### config.mk
export PLATFORM = sky130hd
export DESIGN_NAME = imem_boot_ctrl
export DESIGN_NICKNAME = d
export VERILOG_FILES = /design/src/rtl/boot_pkg.sv /design/src/rtl/boot_checksum.sv /design/src/rtl/imem_boot_ctrl.sv
export SDC_FILE = /design/constraint.sdc
export NUM_CORES = 1
export LEC_CHECK = 0
export CORE_UTILIZATION = 42
export DETAILED_ROUTE_END_ITERATION = 10
export PLACE_DENSITY = 0.8
export SETUP_SLACK_MARGIN = 0.15
export SLEW_MARGIN = 20
export SYNTH_ARGS = -nofsm -noshare
export SYNTH_HDL_FRONTEND = slang
export SYNTH_HIERARCHICAL = 1
export SYNTH_SLANG_ARGS = --single-unit
### constraint.sdc
create_clock -name clk -period 2.55 [get_ports clk]
set_clock_uncertainty 0.2 [all_clocks]
set_input_delay 0.51 -clock clk [delete_from_list [all_inputs] [get_ports clk]]
set_output_delay 0.51 -clock clk [all_outputs]
set_load 0.05 [all_outputs]
### src/rtl/boot_pkg.sv
// Shared types and constants for the instruction-memory boot sequencer.
// State encoding, word width and byte stride used by imem_boot_ctrl.
package boot_pkg;

  localparam int WORD_W      = 32;
  localparam int BYTE_STRIDE = 4;

  typedef enum logic [2:0] {
    IDLE,
    LOAD,
    HOLD,
    RUN,
    ERR
  } boot_state_t;

endpackage

### src/rtl/boot_checksum.sv
// Running modulo-2^32 sum of accepted boot words and final-word compare.
// Used by imem_boot_ctrl only when BOOT_CHECKSUM_EN is defined.
module boot_checksum
  import boot_pkg::*;
(
  input  logic              clk,
  input  logic              reset,
  input  logic              clear,
  input  logic              accum,
  input  logic [WORD_W-1:0] data,
  input  logic [WORD_W-1:0] expected,
  output logic              match
);

  logic [WORD_W-1:0] sum;

  // Accumulate each accepted word; restart on every new load.
  always_ff @(posedge clk or posedge reset) begin
    if (reset) begin
      sum <= '0;
    end else if (clear) begin
      sum <= '0;
    end else if (accum) begin
      sum <= sum + data;
    end
  end

  // The final word is still in flight, so fold it in before comparing.
  assign match = ((sum + data) == expected);

endmodule

### src/rtl/imem_boot_ctrl.sv
// Boot sequencer: holds the core in reset, streams a program into imem,
// drains the pipeline, then releases the core. Option: BOOT_CHECKSUM_EN.
module imem_boot_ctrl
  import boot_pkg::*;
#(
  parameter int          DEPTH_WORDS = 64,
  parameter logic [31:0] BASE_ADDR   = 32'h0,
  parameter int          HOLD_CYCLES = 8,
  localparam int         CW = $clog2(DEPTH_WORDS) + 1
) (
  input  logic              clk,
  input  logic              reset,
`ifdef BOOT_CHECKSUM_EN
  input  logic [WORD_W-1:0] expected_sum,
`endif
  input  logic              start,
  input  logic              s_valid,
  input  logic [WORD_W-1:0] s_data,
  input  logic              s_last,
  output logic              s_ready,
  output logic              instr_write,
  output logic [WORD_W-1:0] write_inst,
  output logic [31:0]       write_addr,
  output logic              core_reset,
  output logic              busy,
  output logic              done,
  output logic              error,
  output logic [CW-1:0]     word_count
);

  boot_state_t state;
  boot_state_t nextState;
  logic [7:0]  holdCnt;
  logic        hs;
  logic        atEnd;
  logic        startLoad;
  logic        sumOk;

  assign hs        = s_valid & s_ready;
  assign atEnd     = (word_count == CW'(DEPTH_WORDS - 1));
  assign startLoad = start & (state != LOAD) & (state != HOLD);

`ifdef BOOT_CHECKSUM_EN
  boot_checksum u_sum (
    .clk      (clk),
    .reset    (reset),
    .clear    (startLoad),
    .accum    (hs),
    .data     (s_data),
    .expected (expected_sum),
    .match    (sumOk)
  );
`else
  assign sumOk = 1'b1;
`endif

  // State register.
  always_ff @(posedge clk or posedge reset) begin
    if (reset) begin
      state <= IDLE;
    end else begin
      state <= nextState;
    end
  end

  // Next-state and state-decoded outputs.
  always_comb begin
    nextState  = state;
    s_ready    = 1'b0;
    busy       = 1'b0;
    done       = 1'b0;
    error      = 1'b0;
    core_reset = 1'b1;
    unique case (state)
      IDLE: begin
        if (start) nextState = LOAD;
      end
      LOAD: begin
        s_ready = 1'b1;
        busy    = 1'b1;
        if (hs) begin
          if (s_last) begin
            nextState = sumOk ? HOLD : ERR;
          end else if (atEnd) begin
            nextState = ERR;
          end
        end
      end
      HOLD: begin
        busy = 1'b1;
        if (holdCnt == 8'd0) nextState = RUN;
      end
      RUN: begin
        done       = 1'b1;
        core_reset = 1'b0;
        if (start) nextState = LOAD;
      end
      ERR: begin
        error = 1'b1;
        if (start) nextState = LOAD;
      end
      default: nextState = IDLE;
    endcase
  end

  // Count accepted words; a new load starts from zero.
  always_ff @(posedge clk or posedge reset) begin
    if (reset) begin
      word_count <= '0;
    end else if (startLoad) begin
      word_count <= '0;
    end else if (hs) begin
      word_count <= word_count + 1'b1;
    end
  end

  // Registered write port: one strobe per handshake, one cycle later.
  always_ff @(posedge clk or posedge reset) begin
    if (reset) begin
      instr_write <= 1'b0;
      write_inst  <= '0;
      write_addr  <= '0;
    end else begin
      instr_write <= hs;
      if (hs) begin
        write_inst <= s_data;
        write_addr <= BASE_ADDR
                    + 32'(word_count) * 32'(BYTE_STRIDE);
      end
    end
  end

  // Drain timer: loaded on entry to HOLD, counts down to release.
  always_ff @(posedge clk or posedge reset) begin
    if (reset) begin
      holdCnt <= '0;
    end else if (state == LOAD && nextState == HOLD) begin
      holdCnt <= 8'(HOLD_CYCLES);
    end else if (state == HOLD && holdCnt != 8'd0) begin
      holdCnt <= holdCnt - 8'd1;
    end
  end

endmodule

### After elaboration in Yosys (flattened, before gate mapping)

Cells that the tools add are included.

* input bits: 37
* output and inout bits: 77
* register bits: 58
* logic and storage cells: 43

* eq/ne operators: 8
* bitwise logic cells: 3
* reductions and logical operators: 9
* multiplexer cells: 15
* add/sub/neg operators: 2

Operators with widths (number)
* $mux W8: 2
* $mux W3: 5
* $mux W7: 2
* $eq A3 B2 Y1 const B: 3
* $pmux W3 S3: 1
* $logic_not A8 Y1: 1
* $reduce_bool A8 Y1: 1
* $sub A8 B1 Y8 const B: 1
* $add A7 B1 Y7 const B: 1
* $eq A7 B6 Y1 const B: 1
* $mux W1: 5
* $reduce_bool A2 Y1: 2
* $and A1 B1 Y1: 3
* $eq A3 B1 Y1 const B: 1
* $eq A3 B3 Y1 const B: 1
* $logic_not A3 Y1: 1
* $ne A3 B1 Y1 const B: 1
* $ne A3 B2 Y1 const B: 1
* $reduce_or A3 Y1: 1
* $logic_and A1 B1 Y1: 2
* $reduce_or A2 Y1: 1

### Logic depth before layout (Yosys ltp)

* depth after elaboration: 8
* gate-level depth with buffers: 7
* depth with buffers taken out: 6

### Worst setup path before layout

OpenSTA, ideal clock, no wires.

* path kind: reg2out
* from: register state[0]
* to: output port s_ready
* stages on the path, launching flop included: 3
* path buffers: 1
* required time: 1840 ps
* arrival time: 1709 ps
* path slack: 131 ps
* path through: dfrtp_1 -> buf_2 -> nor3b_1

* longest elaborated chain between the ends: 2

RTL lines
* start: declaration: RTL line imem_boot_ctrl.sv:31 `boot_state_t state;`
* start signal: assignment: RTL line imem_boot_ctrl.sv:62 `state <= nextState;`
* $eq A3 B1 Y1: RTL line imem_boot_ctrl.sv:74 `unique case (state)`
* $mux W1: RTL line imem_boot_ctrl.sv:74
* end: declaration: RTL line imem_boot_ctrl.sv:20 `output logic s_ready,`

Every way passes these cells.

### Final worst setup path

* from: register word_count[2]
* to: output port word_count[2]

RTL lines
* start: declaration: RTL line imem_boot_ctrl.sv:28 `output logic [CW-1:0] word_count`
* start signal: assignment: RTL line imem_boot_ctrl.sv:113 `word_count <= word_count + 1'b1;`

No word-level cell between the ends.

==> reports/results.ini <==
[critical_path]
path_max_fanout=6
critPathBufInv=1
required_ns=1.84
slowest_stage=clkdlybuf4s50_1
endpoint_kind=output port
path_cells=clkdlybuf4s50_1
cpPeakStageDelay_ns=0.84
worst-setup-path-type=reg2out
critPathLaunchType=flip-flop
arrival_ns=1.62
critical-path-top-delay-family=buffers and inverters

[finish]
n_antenna_cell=0
fillers=484
mostFrequentLayoutCell=clkdlybuf4s50_1
stdcell_area_um2=3720
layout.nets=343
syn2layout_area_growth_pct=42.1
drive_above_1_share=0.214
layout_common_cells=83 x clkdlybuf4s50_1, 58 x dfrtp_1, 39 x mux2_2, 25 x conb_1, 15 x nand2_1

[floorplan]
start_util=0.440
core-area_um2=5960
boundaryPins=114
dieArea_um2=6550
die_w_um=81.0
dieHeight_um=81.0
rows=28

[logic_synthesis]
synthCells=210
synth_edf_count=0
synth_seq_cells=58
syn_area_um2=2620
yosysSeqAreaShare=0.554
syn_avg_cell_area_um2=12.5
async_flop_share=1.00
synth.distinct_cells=35
ys.flop_type=dfrtp_1
yosys_warnings=6

[power]
combPwrFrac=0.539
power.density_nw_per_um2=1450
irDropWorstVdd_v=0.000922
clockPowerShare=0.169
p_sw_frac=0.454
leakage_nw=1.66
seq_power_share=0.292
p_switching_mw=2.45
p_int_mw=2.95

[clock_tree]
cts_max_level=3
cts_buffer_depth=2
cts_buffers=9
path_clk_slew_ns=0.06
cts_root_buf=clkbuf_8
cts.sinks=58
cts_tree=done
cts_hold_buffers=0
clock_latency_ns=0.33

[detailed_routing]
vias_per_cell=4.77
wirelength_um=5210
via_count=1827
dr.pass1.iters=4
drtIter0Drc=82
antenna_left=0
drc=0
wl_per_cell_um=13.6

[sta]
setup_viol=0
worst_slew_pin_slew_ns=0.604
max_freq_mhz=429
layout_min_cycle_time_ns=2.33
hold_ws_ns=0.296
rsz0062_at_grt=no
finalHoldViolCount=0
fin_crit_sh=0.913
slew_viol_final=0
fin_tns_setup_ns=0
relSlewSlack=0.597

[global_route]
globalRoute.totalOverflow=0
met2_usage=0.242
track_usage=0.175
grt_pass1_vias=1814
antenna_found_initial=0
grt_pass1_wl_um=8480
global_route.usage.met3=0.0865
grt.met1_usage=0.221
grt_max_degree=45
top_usage_layer=met2

[placed_design]
gp_congestion=0.759
dp_hpwl_um=3650
dpl_cell_area_um2=3500
io_buffers=88

[flow_run]
maxCapViolCount=0

[min_path]
hold_path.class=in2async

[outcome]
status=complete, no violations

## flip-flops by register name, indices dropped and copies added (netlist names)
signal	count
write_inst	32
instr_write	1
word_count	7
holdCnt	8
write_addr	7
state	3
## worst paths after layout
check | from | to | slack (ns) | cells past startpoint
worst max-delay path | word_count[2] | word_count[2] | 0.22 | 1
worst min-delay path | reset | write_inst[13] | 0.30 | 2
worst max register to register | holdCnt[0] | holdCnt[5] | 0.43 | 6
worst min register to register | write_inst[28] | write_inst[28] | 0.30 | 1
max in group asynchronous | reset | word_count[4] | 1.30 | 3
min in group clk | write_inst[28] | write_inst[28] | 0.30 | 1
## cell usage after synthesis (2+ instances only)
master | n | share of area
buf_2 | 6 | 0.011
o211ai_1 | 3 | 0.0086
and3_1 | 2 | 0.0048
dfrtp_1 | 58 | 0.55
xor2_1 | 4 | 0.013
nand2_1 | 15 | 0.021
nor3_1 | 3 | 0.0057
nand3_1 | 2 | 0.0038
mux2_2 | 39 | 0.17
nor3b_1 | 2 | 0.0057
xnor2_1 | 3 | 0.010
buf_4 | 25 | 0.072
nor2_1 | 11 | 0.016
mux2i_1 | 5 | 0.019
ha_1 | 2 | 0.0096
o21ai_0 | 2 | 0.0038
inv_1 | 6 | 0.0086
nand4_1 | 4 | 0.0096
o21a_1 | 2 | 0.0057
## final cells by class
class | instances | area (um2) | area share
inverter | 6 | 22.5 | 0.00605
clock buffer | 14 | 193 | 0.0518
multi-input combinational | 139 | 1020 | 0.275
timing repair buffer | 90 | 910 | 0.244
clock inverter | 1 | 30.0 | 0.00807
sequential | 58 | 1450 | 0.390
tap | 75 | 93.8 | 0.0252
## power groups by stage
stage          clock network [mW]  registers, mW  logic, mW
3_3_place_gp                    0           1.57       2.89
6_report                    0.915           1.58       2.91
4_1_cts                     0.943           1.59       2.94
5_1_grt                     0.992           1.63       3.06
2_1_floorplan                   0           2.58       1.05
3_5_place_dp                    0           1.60       2.92
## routing by layer
metal,share of wire,up-vias,wire length (um)
met5,0,-,0
met4,0.018,0,95
met3,0.11,8,579
met2,0.45,87,2320
met1,0.42,873,2210
li1,-,859,-
## repair_timing
action | 4_1_cts | 5_1_grt
buffers inserted | 0 | 0
resized for setup | 1 | 0
setup endpoints to repair | 1 | 0
hold endpoints to repair | 0 | 0
## cell families after synthesis
kind of cell,synth area share
adder cells (fa/ha/maj),0.00955
multiplexers,0.187
AND/OR/NAND/NOR,0.0951
other,0.00143
XOR/XNOR,0.0234
flip-flops,0.554
AO/OA/AOI/OAI,0.0377
buffers and inverters,0.0917
## per-stage QoR
step	instances	util	power, mW	setup WS (ns)
CTS	383	0.625	5.47	0.194
floorplan	234	-	3.63	0.240
global placement	368	0.588	4.46	0.290
finish	383	0.625	5.41	0.222
global route	383	0.625	5.69	0.164
detailed placement	368	0.588	4.52	0.238
Note: power is estimated with default switching activity, not from simulation.
